**src/rtl/hash_pipe_arbiter.sv**
```systemverilog
// Round-robin arbiter feeding a fixed-latency hash datapath. Each in-flight operation is tagged
// with its requester, and requests whose bucket matches an in-flight operation are held off.
module hash_pipe_arbiter #(
    parameter int NUM_REQ     = 4,
    parameter int DATA_WIDTH  = 32,
    parameter int NPIPE_DEPTH = 2,
    parameter int BUCKET_BITS = 8,
    localparam int ID_WIDTH   = (NUM_REQ > 2) ? $clog2(NUM_REQ) : 1
) (
    input  logic                          clock,
    input  logic                          reset,
    input  logic [NUM_REQ-1:0]            req_valid,
    input  logic [NUM_REQ*DATA_WIDTH-1:0] req_data,
    output logic [NUM_REQ-1:0]            req_ready,
    output logic                          pipe_in_valid,
    output logic [DATA_WIDTH-1:0]         pipe_in_data,
    input  logic [DATA_WIDTH-1:0]         pipe_out_data,
    output logic                          resp_valid,
    output logic [ID_WIDTH-1:0]           resp_id,
    output logic [DATA_WIDTH-1:0]         resp_data,
    output logic                          busy,
    output logic [31:0]                   stall_count
);

    localparam int PIPE_LATENCY = NPIPE_DEPTH + 1;

    logic [PIPE_LATENCY-1:0] trk_vld_q, trk_vld_d;
    logic [ID_WIDTH-1:0]     trk_id_q  [PIPE_LATENCY];
    logic [BUCKET_BITS-1:0]  trk_bkt_q [PIPE_LATENCY];
    logic [ID_WIDTH-1:0]     rr_ptr_q, rr_ptr_d;
    logic [31:0]             stall_cnt_q, stall_cnt_d;

    logic [NUM_REQ-1:0]      eligible;
    logic [NUM_REQ-1:0]      grant;
    logic [ID_WIDTH-1:0]     grant_id;
    logic                    grant_any;

    // A request is held off while any valid tracker stage carries the same bucket.
    always_comb begin
        eligible = '0;
        for (int i = 0; i < NUM_REQ; i++) begin
            eligible[i] = req_valid[i];
            for (int s = 0; s < PIPE_LATENCY; s++) begin
                if (trk_vld_q[s] && (trk_bkt_q[s] == req_data[i*DATA_WIDTH +: BUCKET_BITS])) begin
                    eligible[i] = 1'b0;
                end
            end
        end
    end

    always_comb begin
        logic [ID_WIDTH-1:0] idx;
        grant     = '0;
        grant_id  = '0;
        grant_any = 1'b0;
        idx       = '0;
        for (int off = 1; off <= NUM_REQ; off++) begin
            idx = ID_WIDTH'((int'(rr_ptr_q) + off) % NUM_REQ);
            if (!grant_any && eligible[idx]) begin
                grant[idx] = 1'b1;
                grant_id   = idx;
                grant_any  = 1'b1;
            end
        end
    end

    always_comb begin
        pipe_in_data = '0;
        for (int i = 0; i < NUM_REQ; i++) begin
            if (grant[i]) begin
                pipe_in_data = req_data[i*DATA_WIDTH +: DATA_WIDTH];
            end
        end
    end

    assign req_ready     = grant;
    assign pipe_in_valid = grant_any;

    always_comb begin
        trk_vld_d    = '0;
        trk_vld_d[0] = grant_any;
        for (int s = 1; s < PIPE_LATENCY; s++) begin
            trk_vld_d[s] = trk_vld_q[s-1];
        end
    end

    assign rr_ptr_d = grant_any ? grant_id : rr_ptr_q;

    always_comb begin
        stall_cnt_d = stall_cnt_q;
        if ((|req_valid) && !grant_any && (stall_cnt_q != 32'hFFFF_FFFF)) begin
            stall_cnt_d = stall_cnt_q + 32'd1;
        end
    end

    always_ff @(posedge clock) begin
        if (!reset) begin
            trk_vld_q   <= '0;
            rr_ptr_q    <= ID_WIDTH'(NUM_REQ - 1);
            stall_cnt_q <= '0;
            for (int s = 0; s < PIPE_LATENCY; s++) begin
                trk_id_q[s]  <= '0;
                trk_bkt_q[s] <= '0;
            end
        end else begin
            trk_vld_q    <= trk_vld_d;
            rr_ptr_q     <= rr_ptr_d;
            stall_cnt_q  <= stall_cnt_d;
            trk_id_q[0]  <= grant_id;
            trk_bkt_q[0] <= pipe_in_data[BUCKET_BITS-1:0];
            for (int s = 1; s < PIPE_LATENCY; s++) begin
                trk_id_q[s]  <= trk_id_q[s-1];
                trk_bkt_q[s] <= trk_bkt_q[s-1];
            end
        end
    end

    assign resp_valid  = trk_vld_q[PIPE_LATENCY-1];
    assign resp_id     = trk_vld_q[PIPE_LATENCY-1] ? trk_id_q[PIPE_LATENCY-1] : '0;
    assign resp_data   = pipe_out_data;
    assign busy        = |trk_vld_q;
    assign stall_count = stall_cnt_q;

endmodule
```
**config.mk**
```make
export PLATFORM = sky130hd
export DESIGN_NAME = hash_pipe_arbiter
export DESIGN_NICKNAME = d
export VERILOG_FILES = /design/src/rtl/hash_pipe_arbiter.sv
export SDC_FILE = /design/constraint.sdc
export NUM_CORES = 1
export LEC_CHECK = 0
export CELL_PAD_IN_SITES_DETAIL_PLACEMENT = 1
export CELL_PAD_IN_SITES_GLOBAL_PLACEMENT = 2
export CORE_MARGIN = 2
export CORE_UTILIZATION = 24
export CTS_BUF_LIST = sky130_fd_sc_hd__clkbuf_16
export DETAILED_ROUTE_END_ITERATION = 7
export PLACE_DENSITY_LB_ADDON = 0.1
export SLEW_MARGIN = 10
export SYNTH_ARGS = -nofsm -noshare
export SYNTH_HDL_FRONTEND = slang
export SYNTH_SLANG_ARGS = --single-unit
```
**constraint.sdc**
```tcl
create_clock -name clock -period 14.95 [get_ports clock]
set_input_delay 4.485 -clock clock [delete_from_list [all_inputs] [get_ports clock]]
set_output_delay 4.485 -clock clock [all_outputs]
set_load 0.05 [all_outputs]
```
==> flow_summary.yaml <==
outcome:
  status: "finished, final reports clean"
worst_setup_path:
  crit_slowest_cell: "clkdlybuf4s50_1"
  critPathCaptureType: "output port"
  critPathRequiredTime_ps: 10470
  worstPathArrival_ps: 9440
  reg2reg_from: "rr_ptr_q[0]"
  max_stage_delay_ps: 870
  critPathTopFamily: "buffers and inverters"
  worst_setup_path_start_kind: "primary input"
  critPathMaxFanout: 26
  critPathLaunch: "req_data[1]"
  critical_path_class: "in2out"
  crit_buf_inv: 4
  crit_chain: "clkdlybuf4s50_1, xor2_1, nor4_1, nand4_1, nand4b_1, o22ai_1, a221oi_2, nor2_1, o21a_2, inv_2, buf_4, a211oi_1, a211oi_1, clkdlybuf4s50_1"
global_route:
  track_usage: 0.187
  grt_pass1_vias: 6210
  overflow: 0
  grt_max_degree: 34
  grt_pass1_wl_um: 35700
  antenna_found_initial: 0
clocking:
  cts_root_buf: "clkbuf_16"
  insertion_delay_ps: 340
  cts.sinks: 67
  clk_pin_slew_ps: 60
  cts_tree: "built"
  clockBufferDepth: 2
  post-cts-setup-buffers: 0
  cts_hold_buf: 0
  cts_max_level: 3
  cts_buffers: 9
  cts_resized: 0
job:
  maxCapViolCount: 0
sta:
  setup_viol: 0
  worst_slew_pin_slew_ps: 821
  fin_skew_ps: 8.91
  maxSlewViolCount: 0
  min_period_ps: 13930
  rsz0062_at_grt: "false"
  max_slew_margin: 0.448
  fmax_mhz: 71.8
  fin_tns_setup_ps: 0
  finalHoldViolCount: 0
  final.period_utilization: 0.932
drt:
  routed_wl_um: 23700
  wire_per_inst_um: 19.8
  drt_iter0_markers: 274
  num_vias: 5948
  drc: 0
  detail-route-antenna-nets: 0
  via_per_inst: 4.99
  dr.pass1.iters: 4
yosys:
  synth_area_sq_mm: 0.00568
  synth_edf_count: 0
  synth_ff_type: "dfxtp_1"
  synth_async_sr_flop_share: 0
  ys_seq_area_frac: 0.236
  yosys_warnings: 0
  syn_inst: 727
  yosysUniqueCellTypes: 56
  syn_area_per_cell_sq_um: 7.81
  synthesis.nets: 901
  yosys_register_bits: 67
die:
  core-area_sq_mm: 0.0233
  fp.dieW_um: 158
  pin_count: 271
  start_util: 0.243
  fp.dieArea_sq_mm: 0.0249
  rows: 56
  fp.dieH_um: 158
placed_design:
  port_buffers: 206
  dpl.hpwl_um: 18300
  place.gp.congestion: 0.819
finish:
  n_fill_cell: 2781
  n_antenna_cell: 0
  synthToLayoutAreaGrowth_pct: 40.6
  fin_nets: 1043
  drive_gt1_frac: 0.0641
min_path:
  hold_class: "reg2reg"
  min_from: "trk_id_q[0][0]"
## logic make-up (layout without fill, tap and decap cells)
family,count (synthesis),after routing,share of synthesized area
multiplexers,5,5,0.00947
AO/OA/AOI/OAI,139,139,0.196
AND/OR/NAND/NOR,281,281,0.252
flip-flops,67,67,0.236
buffers and inverters,106,253,0.102
adder cells (fa/ha/maj),8,8,0.0176
XOR/XNOR,121,121,0.187
## per-layer routing
layer,vias up,wire [um],GRT usage
met1,2904,10000,0.225
met3,48,1080,0.0416
li1,2842,-,-
met5,-,0,0
met2,154,12000,0.330
met4,0,582,0.0567
## cell type report
cell class / instances / area [sq um] / area share
clock buffers: 9 / 225 / 0.0282
clock inverters: 7 / 48.8 / 0.00611
inverters: 21 / 78.8 / 0.00987
multi-input cells: 554 / 3760 / 0.470
flip-flops and latches: 67 / 1340 / 0.168
well taps: 319 / 399 / 0.0500
repair buffers: 216 / 2140 / 0.268
## placed cells by master, fill, tap and decap left out, types with 11 or more instances in the layout
master,netlist,final
a211oi_1,50,50
a211oi_2,15,15
a21oi_1,20,20
and2_1,29,29
clkdlybuf4s50_1,0,206
dfxtp_1,67,67
inv_1,17,17
nand2_1,29,29
nand3_1,47,47
nand4_1,22,22
nor2_1,67,67
nor3_1,45,45
nor4_1,11,11
o21ai_0,11,11
xnor2_1,63,63
xor2_1,58,58
## through the flow
| stage | util | hold slack (ps) | cells | worst slack, ps | instance area (sq um) |
|---|---|---|---|---|---|
| after floorplan | - | 412 | 727 | 2300 | 5680 |
| after global placement | 0.331 | 420 | 1177 | 1220 | 7710 |
| after detailed placement | 0.331 | 428 | 1177 | 1130 | 7710 |
| after CTS | 0.342 | 432 | 1193 | 1100 | 7990 |
| after global routing | 0.342 | 439 | 1193 | 726 | 7990 |
| final | 0.342 | 425 | 1193 | 1020 | 7990 |
## sequential cells by signal (all words and copies together) (netlist names)
register / flops
trk_bkt_q: 24
trk_id_q: 6
trk_vld_q: 3
stall_count: 32
rr_ptr_q: 2
## worst paths after layout
check	to	slack, ps	depth (start not counted)
max	pipe_in_data[10]	1020	14
min	trk_id_q[0][2]	430	1
max reg2reg	trk_bkt_q[0][0]	10600	12
min reg2reg	trk_id_q[0][2]	430	1
## worst reg2reg max path, stage by stage, from the launching register on
cell       delay (ps)
dfxtp_1           840
inv_2             300
ha_1              490
inv_1             170
nand3_1           140
o21ai_0           430
a2bb2oi_1         130
o2111a_1          360
o21a_2            260
inv_2             440
buf_4             320
a211oi_1          100
a211oi_1          280
## cells in the mapped netlist (2+ instances only)
cell,n,area [sq um]
dfxtp_1,67,1340
nor2_1,67,251
xnor2_1,63,552
xor2_1,58,508
a211oi_1,50,375
nand3_1,47,235
nor3_1,45,225
buf_4,36,270
and2_1,29,181
nand2_1,29,109
buf_2,27,135
nand4_1,22,138
a21oi_1,20,100
clkbuf_1,20,75.1
inv_1,17,63.8
a211oi_2,15,188
nor4_1,11,68.8
o21ai_0,11,55.1
o22ai_1,10,62.6
or3_1,10,62.6
o211ai_1,9,67.6
ha_1,8,100
and3_1,4,25.0
and4_1,4,35.0
inv_2,4,15.0
nor2b_1,4,25.0
mux2_2,3,33.8
nand4b_1,3,26.3
a2bb2oi_1,2,17.5
buf_6,2,22.5
mux2i_1,2,20.0
o2111a_1,2,22.5
o21a_1,2,15.0
or2_2,2,12.5
Power is left out: the tool's default activity adds up to more than one toggle a clock period on the data nets, which glitch-free logic cannot reach.
